$ cat src/rtl/or1200_fwd_pkg.sv
// Shared encodings and types for the operand forwarding / load-use hazard controller.
package or1200_fwd_pkg;

    localparam int FWD_AW = 5;

    localparam logic [1:0] SEL_RF      = 2'd0;
    localparam logic [1:0] SEL_IMM     = 2'd1;
    localparam logic [1:0] SEL_EX_FORW = 2'd2;
    localparam logic [1:0] SEL_WB_FORW = 2'd3;

    typedef struct packed {
        logic              vld;
        logic [FWD_AW-1:0] addr;
        logic              load;
    } wb_slot_t;

    typedef enum logic {
        IDLE  = 1'b0,
        STALL = 1'b1
    } fwd_state_t;

endpackage

$ cat src/rtl/or1200_fwd_match.sv
// Compares one shadow-pipeline slot against an ID source address; r0 never matches.
module or1200_fwd_match
    import or1200_fwd_pkg::*;
#(
    parameter int AW = FWD_AW
) (
    input  logic          slot_vld,
    input  logic [AW-1:0] slot_addr,
    input  logic [AW-1:0] id_addr,
    output logic          hit
);

    assign hit = slot_vld && (slot_addr == id_addr) && (id_addr != '0);

endmodule

$ cat src/rtl/or1200_fwd_ctrl.sv
// Operand forwarding select and load-use stall generation, driven by a two-slot
// shadow of the destination registers currently in EX and WB.
//
//   state | meaning
//   ------+-----------------------------------------------------------------
//   IDLE  | no stall owed; hz_stall follows the combinational load-use hazard
//   STALL | extra load bubbles still owed; cnt = STALL cycles left incl. this
module or1200_fwd_ctrl
    import or1200_fwd_pkg::*;
#(
    parameter int AW       = FWD_AW,
    parameter int LOAD_LAT = 1,
    parameter int CNTW     = 2
) (
    input  logic          clk,
    input  logic          rst,
    input  logic          id_freeze,
    input  logic          ex_freeze,
    input  logic          flushpipe,
    input  logic [AW-1:0] id_rfaddra,
    input  logic [AW-1:0] id_rfaddrb,
    input  logic          id_rfa_used,
    input  logic          id_rfb_used,
    input  logic          id_sel_imm,
    input  logic [AW-1:0] id_rfaddrw,
    input  logic          id_rfwb,
    input  logic          id_is_load,
    output logic [1:0]    sel_a,
    output logic [1:0]    sel_b,
    output logic          hz_stall
);

    wb_slot_t        ex_slot;
    wb_slot_t        wb_slot;
    fwd_state_t      state_q;
    fwd_state_t      state_d;
    logic [CNTW-1:0] cnt_q;
    logic [CNTW-1:0] cnt_d;
    logic            ex_a;
    logic            wb_a;
    logic            ex_b;
    logic            wb_b;
    logic            haz;

    or1200_fwd_match #(.AW(AW)) u_match_ex_a (
        .slot_vld  (ex_slot.vld),
        .slot_addr (ex_slot.addr),
        .id_addr   (id_rfaddra),
        .hit       (ex_a)
    );

    or1200_fwd_match #(.AW(AW)) u_match_wb_a (
        .slot_vld  (wb_slot.vld),
        .slot_addr (wb_slot.addr),
        .id_addr   (id_rfaddra),
        .hit       (wb_a)
    );

    or1200_fwd_match #(.AW(AW)) u_match_ex_b (
        .slot_vld  (ex_slot.vld),
        .slot_addr (ex_slot.addr),
        .id_addr   (id_rfaddrb),
        .hit       (ex_b)
    );

    or1200_fwd_match #(.AW(AW)) u_match_wb_b (
        .slot_vld  (wb_slot.vld),
        .slot_addr (wb_slot.addr),
        .id_addr   (id_rfaddrb),
        .hit       (wb_b)
    );

    always_comb begin
        sel_a = SEL_RF;
        if (id_rfa_used) begin
            if (ex_a)      sel_a = SEL_EX_FORW;
            else if (wb_a) sel_a = SEL_WB_FORW;
        end

        sel_b = SEL_RF;
        if (id_sel_imm) begin
            sel_b = SEL_IMM;
        end else if (id_rfb_used) begin
            if (ex_b)      sel_b = SEL_EX_FORW;
            else if (wb_b) sel_b = SEL_WB_FORW;
        end
    end

    assign haz = ex_slot.load && ((ex_a && id_rfa_used) ||
                                  (ex_b && id_rfb_used && !id_sel_imm));

    // The IDLE hazard cycle is itself the first bubble, so STALL covers LOAD_LAT-1 more.
    always_comb begin
        state_d  = state_q;
        cnt_d    = cnt_q;
        hz_stall = 1'b0;
        case (state_q)
            IDLE: begin
                hz_stall = haz;
                if (haz && !ex_freeze && (LOAD_LAT > 1)) begin
                    state_d = STALL;
                    cnt_d   = CNTW'(LOAD_LAT - 1);
                end
            end
            STALL: begin
                hz_stall = 1'b1;
                if (!ex_freeze) begin
                    if (cnt_q == CNTW'(1)) begin
                        state_d = IDLE;
                        cnt_d   = '0;
                    end else begin
                        cnt_d = cnt_q - 1'b1;
                    end
                end
            end
            default: begin
                state_d = IDLE;
                cnt_d   = '0;
            end
        endcase
        if (flushpipe) begin
            state_d = IDLE;
            cnt_d   = '0;
        end
    end

    always_ff @(posedge clk) begin
        if (rst) begin
            state_q <= IDLE;
            cnt_q   <= '0;
            ex_slot <= '0;
            wb_slot <= '0;
        end else begin
            state_q <= state_d;
            cnt_q   <= cnt_d;
            if (flushpipe) begin
                ex_slot <= '0;
                wb_slot <= '0;
            end else if (!ex_freeze) begin
                wb_slot <= ex_slot;
                if (id_freeze || hz_stall) ex_slot <= '0;
                else                       ex_slot <= {id_rfwb, id_rfaddrw, id_is_load};
            end
        end
    end

endmodule

$ cat config.mk
export PLATFORM = sky130hd
export DESIGN_NAME = or1200_fwd_ctrl
export DESIGN_NICKNAME = d
export VERILOG_FILES = /design/src/rtl/or1200_fwd_pkg.sv /design/src/rtl/or1200_fwd_match.sv /design/src/rtl/or1200_fwd_ctrl.sv
export SDC_FILE = /design/constraint.sdc
export NUM_CORES = 1
export LEC_CHECK = 0
export ABC_CLOCK_PERIOD_IN_PS = 2300
export CAP_MARGIN = 25
export CELL_PAD_IN_SITES_DETAIL_PLACEMENT = 0
export CELL_PAD_IN_SITES_GLOBAL_PLACEMENT = 1
export CORE_MARGIN = 3
export CORE_UTILIZATION = 33
export CTS_CLUSTER_SIZE = 24
export DETAILED_ROUTE_END_ITERATION = 10
export PLACE_DENSITY = 0.89
export SLEW_MARGIN = 30
export SYNTH_ARGS = -nofsm -noshare
export SYNTH_HDL_FRONTEND = slang
export SYNTH_SLANG_ARGS = --single-unit
$ cat constraint.sdc
create_clock -name clk -period 2.3 [get_ports clk]
set_clock_uncertainty 0.1 [all_clocks]
set_input_delay 0.46 -clock clk [delete_from_list [all_inputs] [get_ports clk]]
set_output_delay 0.46 -clock clk [all_outputs]
set_load 0.01 [all_outputs]
==> reports/results.ini, run 1 <==
[power_and_ir_drop]
pwr-share-clk_pct = 30.3
comb_power_share_pct = 22.0
swShare_pct = 23.3
peakVddDrop_mv = 0.299
switchingPower_mw = 0.138
p_leak_nw = 0.647
power.density_nw_per_um2 = 366
p_int_mw = 0.455
p_seq_share_pct = 47.8

[cts]
clk_pin_slew_ns = 0.08
cts-root-buf = clkbuf_4
clock-sinks = 16
postCtsHoldBufs = 0
worstSkewPairLatency_ns = 0.29
cts-buffers-inserted = 3
max-clock-path-buffers = 2
tritoncts = done
ctsHtreeMaxLevel = 1

[flow_run]
cap_violations = 0

[synth]
syn_nets = 138
synth_mux_area_share_pct = 7.25
ys_types = 28
synth-simple-area-share_pct = 27.3
syn_inst = 112
ys_seq_elements = 16
syn_avg_cell_area_um2 = 8.62
ys_seq_area_share_pct = 33.2
syn_area_um2 = 966
synthXorXnorAreaFrac_pct = 18.1
synth_top_family_by_area = simple AND/OR/NAND/NOR gates
ys_warn_count = 0
synth_compound_area_share_pct = 10.5
yosys.area_share.adder_pct = 1.30

[floorplan]
fp.dieArea_um2 = 3610
fp.dieW_um = 60.1
core-area_um2 = 2640
initial_core_util_pct = 36.7
die_h_um = 60.1
io-pin-count = 30
fp-row-count = 18

[sta]
setup_viol = 5
fmax_mhz = 412
tightest_slew_ns = 0.392
setup_slack_ns = -0.128
post-route-period-util_pct = 106
period_minus_slack_ns = 2.43
rsz0062_at_grt = yes
slew_headroom_pct = 73.7
slew_violations = 0
finalHoldViolCount = 0
hold-worst-slack_ns = 0.396

[finish]
final_cells = 203
stdcell_area_um2 = 1620
final_nets = 200
layout_common_cells = 27 x buf_4, 13 x xnor2_1, 13 x nor2_1, 13 x clkdlybuf4s50_1, 12 x dfxtp_1
layout_commonest_cell = buf_4
n_antenna_cell = 0
drive_gt1_share_pct = 39.9
area_growth_syn_to_layout_pct = 67.9
fillCellCount = 233

[placement]
place.detailed.hpwl_um = 2350
gp_congestion = 0.819
io_buffers = 29
placed_area_um2 = 1490
dp_cells = 196
dp_slack_ns = -0.802

[grt]
grt_pass1_wl_um = 4750
grt_overflow = 0
track_usage_pct = 17.5
antenna_found_initial = 0
grt_max_degree = 12
grt_pass1_vias = 1091

[critical_path]
worstPathMaxFanout = 2
crit_type = in -> out
worst_setup_path_start_kind = primary input
startpoint = id_rfaddra[1]
required_ns = 1.74
end_kind = output port
r2r_start = ex_slot[5]$_SDFFE_PP0N_
worstPathArrival_ns = 1.87

[min_path]
hold_start = ex_slot[0]$_SDFFE_PP0N_
min_path_type = reg -> reg

[detailed_routing]
drc = 0
routed_via_density = 5.13
ant_nets = 0
via_count = 1042
first_pass_iters = 4
post_drt_wl_per_cell_um = 14.8
drt_wl_total_um = 3000
drt_iter0_drc = 20

[outcome]
violations = negative setup slack
status = complete, but fails checks

[metrics by stage]
step	setup TNS, ns	utilization (%)	total power [mW]
after floorplan	0	-	0.329
after global placement	-3.45	56.5	0.409
after detailed placement	-3.61	56.5	0.412
after CTS	-0.476	59.2	0.592
after global routing	-0.483	61.5	0.622
final	-0.211	61.5	0.594
[power groups by stage]
stage          clock network [mW]  logic (mW)  registers (mW)
3_5_place_dp                    0       0.123           0.289
6_report                    0.180       0.130           0.283
4_1_cts                     0.186       0.122           0.283
5_1_grt                     0.200       0.138           0.284
3_3_place_gp                    0       0.120           0.289
2_1_floorplan                   0      0.0400           0.289
[worst max-delay path, stage by stage]
cell and delay [ns]:
buf_6 0.09, or4_4 0.55, o21ai_4 0.18, nor4_4 0.06, or3_4 0.40, buf_6 0.13
[cell families after synthesis]
group           after synthesis
fa+ha+maj                     1
simple gates                 49
mux                           7
flops                        16
compound gates               13
buf+inv                       6
xor+xnor                     20
[per-layer routing]
metal  vias up  wire length [um]  track usage [%]  part of all wire, %
li1        523                 -                -                    -
met1       486              1240             19.0                   41
met2        30              1570             32.9                   52
met3         3               162             3.24                  5.4
met4         0                29             6.96                 0.97
met5         -                 0                0                    0
[state kept, by name (all words and copies together) (netlist names)]
signal and flops:
cnt_q 2, wb_slot 6, ex_slot 7, state_q 1
[final cells by class]
cell class / instances / area [um^2] / share of cell area [%]
sequential: 16 / 325 / 20.1
clock buffer: 4 / 36.3 / 2.24
tap: 30 / 37.5 / 2.31
inverter: 4 / 15.0 / 0.926
timing repair buffer: 59 / 502 / 30.9
multi-input combinational: 90 / 706 / 43.5
[repair_timing]
item                                    4_1_cts  5_1_grt
gates resized for setup                      64       21
pin swaps                                    15       14
endpoints found under the setup margin        5        5
setup buffers                                 2        1
[Yosys cell counts, drive strengths merged]
master | number | area share (%)
o21ai | 1 | 1.7
nor2b | 1 | 0.65
nor3 | 3 | 1.6
nand4 | 3 | 1.9
o31ai | 8 | 6.2
nor2 | 14 | 5.7
inv | 4 | 1.6
nand2 | 9 | 3.5
xor2 | 4 | 3.6
a211oi | 1 | 0.78
or4b | 1 | 1.0
xnor2 | 16 | 15
clkbuf | 2 | 0.78
or3 | 2 | 1.3
dfxtp | 16 | 33
a21oi | 2 | 1.0
nand4b | 1 | 0.91
o21bai | 1 | 0.78
nor4 | 3 | 3.2
mux2i | 7 | 7.3
nand3b | 1 | 0.78
or4 | 2 | 1.9
nand3 | 8 | 4.1
or2 | 1 | 0.65
ha | 1 | 1.3
[worst paths after layout]
path / endpoint / slack, ns / cells after the start
max reg2reg: ex_slot[5]$_SDFFE_PP0N_ / 0.54 / 7
max: hz_stall / -0.13 / 6
min: ex_slot[0]$_SDFFE_PP0N_ / 0.40 / 2
min reg2reg: ex_slot[0]$_SDFFE_PP0N_ / 0.40 / 2
Note: power is estimated with default switching activity, not from simulation.
==> run 2, diff against run 1 <==
--- a/config.mk
+++ b/config.mk
@@ -5,15 +5,15 @@
 export SDC_FILE = /design/constraint.sdc
 export NUM_CORES = 1
 export LEC_CHECK = 0
-export ABC_CLOCK_PERIOD_IN_PS = 2300
+export ABC_CLOCK_PERIOD_IN_PS = 3100
 export CAP_MARGIN = 25
 export CELL_PAD_IN_SITES_DETAIL_PLACEMENT = 0
 export CELL_PAD_IN_SITES_GLOBAL_PLACEMENT = 1
 export CORE_MARGIN = 3
-export CORE_UTILIZATION = 33
+export CORE_UTILIZATION = 36
 export CTS_CLUSTER_SIZE = 24
 export DETAILED_ROUTE_END_ITERATION = 10
-export PLACE_DENSITY = 0.89
+export PLACE_DENSITY = 0.95
 export SLEW_MARGIN = 30
 export SYNTH_ARGS = -nofsm -noshare
 export SYNTH_HDL_FRONTEND = slang
==> constraint.sdc (replaced) <==
create_clock -name clk -period 3.1 [get_ports clk]
set_clock_uncertainty 0.1 [all_clocks]
set_input_delay 0.62 -clock clk [delete_from_list [all_inputs] [get_ports clk]]
set_output_delay 0.62 -clock clk [all_outputs]
set_load 0.01 [all_outputs]
==> reports/results.ini, run 2 (synthesized netlist as in run 1, its figures left out) <==
[outcome]
status = complete, no violations

[sta]
post-route-period-util_pct = 98.2
setup_viol = 0
slew_headroom_pct = 59.7
fin_tns_setup_ns = 0
finalHoldViolCount = 0
rsz0062_at_grt = yes
setup_slack_ns = 0.0554
slew_violations = 0
period_minus_slack_ns = 3.04
fmax_mhz = 328
tightest_slew_ns = 0.600

[detailed_routing]
post_drt_wl_per_cell_um = 12.9
drc = 0
ant_nets = 0
first_pass_iters = 4
routed_via_density = 5.05
drt_wl_total_um = 2450
drt_iter0_drc = 11
via_count = 960

[finish]
area_growth_syn_to_layout_pct = 50.0
n_antenna_cell = 0
layout_commonest_cell = clkdlybuf4s50_1
regMostFlops = ex_slot
multi_input_area_um2 = 641
final_nets = 188
largest_reg_flops = 7
layout_common_cells = 21 x clkdlybuf4s50_1, 18 x buf_4, 16 x xnor2_1, 16 x dfxtp_1, 13 x nor2_1
regArea_um2 = 320
final_cells = 190
top_regs = ex_slot x7, wb_slot x6, cnt_q x2
fillCellCount = 247
stdcell_area_um2 = 1450
drive_gt1_share_pct = 20.0

[flow_run]
cap_violations = 0

[grt]
use_met3_pct = 2.23
grt_pass1_wl_um = 4030
antenna_found_initial = 0
top_usage_layer = met2
grt_max_degree = 12
grt_use_met2_pct = 26.0
grt_overflow = 0
grt_pass1_vias = 970
gr-usage-met1_pct = 18.4
track_usage_pct = 15.2

[placement]
gp_congestion = 0.812
io_buffers = 29
placed_area_um2 = 1410
place.detailed.hpwl_um = 2060
dp_slack_ns = -0.312
dp_cells = 186

[critical_path]
critical_path_cell_count = 6
path_cells = clkdlybuf4s50_1 > or4_4 > nor2_4 > nor4_2 > or3_1 > buf_2
startpoint = id_rfaddrb[4]
r2r_start = ex_slot[3]$_SDFFE_PP0N_
required_ns = 2.38
worstPathArrival_ns = 2.32
cp_slowest_cell = or4_4
critPathMaxStageDelay_ns = 0.56
path_delay_family = simple AND/OR/NAND/NOR gates
end_kind = output port
worstPathMaxFanout = 4
path_buf_inv = 2
rr_endpoint = ex_slot[3]$_SDFFE_PP0N_
crit_type = in -> out
endpoint = hz_stall
reg2reg_depth = 7
rrSetupSlack_ns = 1.31
worst_setup_path_start_kind = primary input

[floorplan]
die_h_um = 57.8
fp.dieW_um = 57.8
initial_core_util_pct = 38.3
io-pin-count = 30
core-area_um2 = 2520
fp.dieArea_um2 = 3340
fp-row-count = 18

[power_and_ir_drop]
peakVddDrop_mv = 0.185
p_leak_nw = 0.554
power.density_nw_per_um2 = 277

[cts]
clock-sinks = 16
ctsHtreeMaxLevel = 1
max-clock-path-buffers = 2
postCtsHoldBufs = 0
clk_pin_slew_ns = 0.08
cts-root-buf = clkbuf_4
tritoncts = done
cts-buffers-inserted = 3
worstSkewPairLatency_ns = 0.29

[min_path]
min_path_type = reg -> reg

run 2: worst min-delay path by stage:
stage                                        from                      end  cells after the start
after CTS                 ex_slot[6]$_SDFFE_PP0N_  ex_slot[6]$_SDFFE_PP0N_                      2
after detailed placement  ex_slot[6]$_SDFFE_PP0N_  ex_slot[6]$_SDFFE_PP0N_                      2
after global placement    ex_slot[0]$_SDFFE_PP0N_  ex_slot[0]$_SDFFE_PP0N_                      2
after global routing      ex_slot[0]$_SDFFE_PP0N_  ex_slot[0]$_SDFFE_PP0N_                      2
after floorplan           ex_slot[0]$_SDFFE_PP0N_  ex_slot[0]$_SDFFE_PP0N_                      2
final                     ex_slot[6]$_SDFFE_PP0N_  ex_slot[6]$_SDFFE_PP0N_                      2
run 2: worst reg2reg max path, delay by kind of cell, from the launching register on:
family                    cells  cell delay (ns)
AOI/OAI and AO/OA             1             0.08
xor gates and xnor gates      1             0.15
buffers and inverters         3             0.50
DFF                           1             0.43
and+or+nand+nor               2             0.42
run 2: what timing repair did:
action	CTS	global route
setup buffers	0	1
endpoints found under the setup margin	5	5
pin swaps	1	5
hold endpoints to repair	0	0
resized for setup	9	12
run 2: area by class of cell:
class	instances	share of cell area (%)
tap	30	2.59
sequential	16	22.1
timing repair buffer	47	28.5
multi-input combinational	90	44.2
inverter	4	1.04
clock buffer	3	1.55
run 2: metal layers:
metal,part of all wire [%],routed length (um)
met2,47,1160
met3,5.1,124
met1,45,1110
met5,0,0
met4,2.4,58
run 2: power breakdown:
part / internal [mW] / switching [mW]
Clock: 0.0452 / 0.0595
Sequential: 0.208 / 0.00287
Combinational: 0.0542 / 0.0320
Total: 0.307 / 0.0944
run 2: stage by stage:
stage	power [mW]	util [%]	hold WS (ns)
after floorplan	0.244	-	0.346
after global placement	0.299	56.1	0.384
after detailed placement	0.301	56.1	0.386
after CTS	0.406	57.0	0.398
after global routing	0.417	57.4	0.423
final	0.401	57.4	0.394
==> run 3, diff against run 2 <==
--- a/config.mk
+++ b/config.mk
@@ -10,10 +10,11 @@
 export CELL_PAD_IN_SITES_DETAIL_PLACEMENT = 0
 export CELL_PAD_IN_SITES_GLOBAL_PLACEMENT = 1
 export CORE_MARGIN = 3
-export CORE_UTILIZATION = 36
+export CORE_UTILIZATION = 47
 export CTS_CLUSTER_SIZE = 24
 export DETAILED_ROUTE_END_ITERATION = 10
-export PLACE_DENSITY = 0.95
+export DONT_BUFFER_PORTS = 1
+export PLACE_DENSITY = 0.91
 export SLEW_MARGIN = 30
 export SYNTH_ARGS = -nofsm -noshare
 export SYNTH_HDL_FRONTEND = slang
==> reports/results.ini, run 3 (synthesized netlist as in run 1, its figures left out) <==
[power_and_ir_drop]
p_seq_share_pct = 61.1
swShare_pct = 21.7
p_int_mw = 0.270
power.density_nw_per_um2 = 341
p_leak_nw = 0.314
fin_total_pwr_mw = 0.345
switchingPower_mw = 0.0747
peakVddDrop_mv = 0.273
comb_power_share_pct = 9.0
pwr-share-clk_pct = 30.0

[detailed_routing]
first_pass_iters = 4
via_count = 816
drt_iter0_drc = 16
routed_via_density = 5.91
drc = 0
drt_wl_total_um = 2140
ant_nets = 0
post_drt_wl_per_cell_um = 15.5

[sta]
fmax_mhz = 366
post-route-period-util_pct = 88.0
setup_viol = 0
slew_headroom_pct = 48.8
rsz0062_at_grt = no
tightest_slew_ns = 0.762
setup_slack_ns = 0.371
finalHoldViolCount = 0
period_minus_slack_ns = 2.73
fin_tns_setup_ns = 0
slew_violations = 0

[cts]
cts_setup_buffers = 0
cts-root-buf = clkbuf_4
clk_pin_slew_ns = 0.08
clock-sinks = 16
ctsHtreeMaxLevel = 1
postCtsHoldBufs = 0
ctsResizeCount = 0
max-clock-path-buffers = 2
cts-buffers-inserted = 3
tritoncts = done
worstSkewPairLatency_ns = 0.28

[grt]
grt_max_degree = 12
antenna_found_initial = 0
grt_pass1_vias = 818
grt_overflow = 0
grt_pass1_wl_um = 3520
track_usage_pct = 17.7

[floorplan]
fp.dieW_um = 51.3
io-pin-count = 30
initial_core_util_pct = 52.5
core-area_um2 = 1840
die_h_um = 51.3
fp-row-count = 15
fp.dieArea_um2 = 2640

[finish]
stdcell_area_um2 = 1010
final_nets = 141
final_util_pct = 55.0
area_growth_syn_to_layout_pct = 4.79
top_regs = ex_slot x7, wb_slot x6, cnt_q x2
layout_common_cells = 16 x xnor2_1, 16 x dfxtp_1, 13 x nor2_1
n_antenna_cell = 0
drive_gt1_share_pct = 7.96
largest_reg_flops = 7
regMostFlops = ex_slot

[placement]
dp_slack_ns = 0.495
place.detailed.hpwl_um = 1740
io_buffers = 0
placed_area_um2 = 990
gp_congestion = 0.799

[critical_path]
rrSetupSlack_ns = 1.19
worstPathMaxFanout = 8
crit_type = reg -> out
worst_setup_path_start_kind = register
end_kind = output port
worstPathArrival_ns = 2.01
required_ns = 2.38

[flow_run]
cap_violations = 0

[min_path]
min_path_type = in -> reg

[outcome]
status = complete, no violations

## run 3: cell count changes in the layout (fill, tap and decap cells not counted), sizes merged
| cell | change |
|---|---|
| clkdlybuf4s50 | -21 |
| buf | -19 |
| clkbuf | -3 |
| dlymetal6s2s | -3 |
| clkdlybuf4s15 | -1 |
## run 3: critical path: stages, from the launching register on
cell and delay (ns):
dfxtp_1 0.43, xnor2_1 0.15, nand4_1 0.18, nor4_2 0.71, or3_1 0.26
## run 3: power by group through the flow
| stage | registers, mW | clock network [mW] | logic [mW] |
|---|---|---|---|
| global route | 0.211 | 0.112 | 0.0345 |
| global placement | 0.215 | 0 | 0.0301 |
| finish | 0.211 | 0.103 | 0.0310 |
| floorplan | 0.214 | 0 | 0.0297 |
| CTS | 0.211 | 0.104 | 0.0313 |
| detailed placement | 0.215 | 0 | 0.0311 |
## run 3: final timing paths
path,start,endpoint,cells after the start
max,ex_slot[3]$_SDFFE_PP0N_,hz_stall,4
min,ex_freeze,wb_slot[5]$_SDFFE_PP0N_,2
max reg2reg,ex_slot[3]$_SDFFE_PP0N_,ex_slot[6]$_SDFFE_PP0N_,4
min reg2reg,ex_slot[0]$_SDFFE_PP0N_,ex_slot[0]$_SDFFE_PP0N_,2
## run 3: through the flow
| step | hold WS, ns | cells |
|---|---|---|
| 4_1_cts | 0.393 | 138 |
| 3_5_place_dp | 0.382 | 135 |
| 2_1_floorplan | 0.346 | 112 |
| 5_1_grt | 0.388 | 138 |
| 3_3_place_gp | 0.379 | 135 |
| 6_report | 0.396 | 138 |
## run 3: layout make-up
| cell class | instances | area [um^2] |
|---|---|---|
| inverters | 4 | 15.0 |
| multi-input cells | 90 | 623 |
| fillers | 197 | 827 |
| flip-flops and latches | 16 | 320 |
| well taps | 25 | 31.3 |
| clock buffers | 3 | 22.5 |
## run 3: per-layer routing
layer	part of all wire, %	vias up	track usage (%)
met5	0	-	0
li1	-	399	-
met1	44	379	21.1
met3	8.7	4	3.50
met4	1.7	0	7.86
met2	45	34	30.5
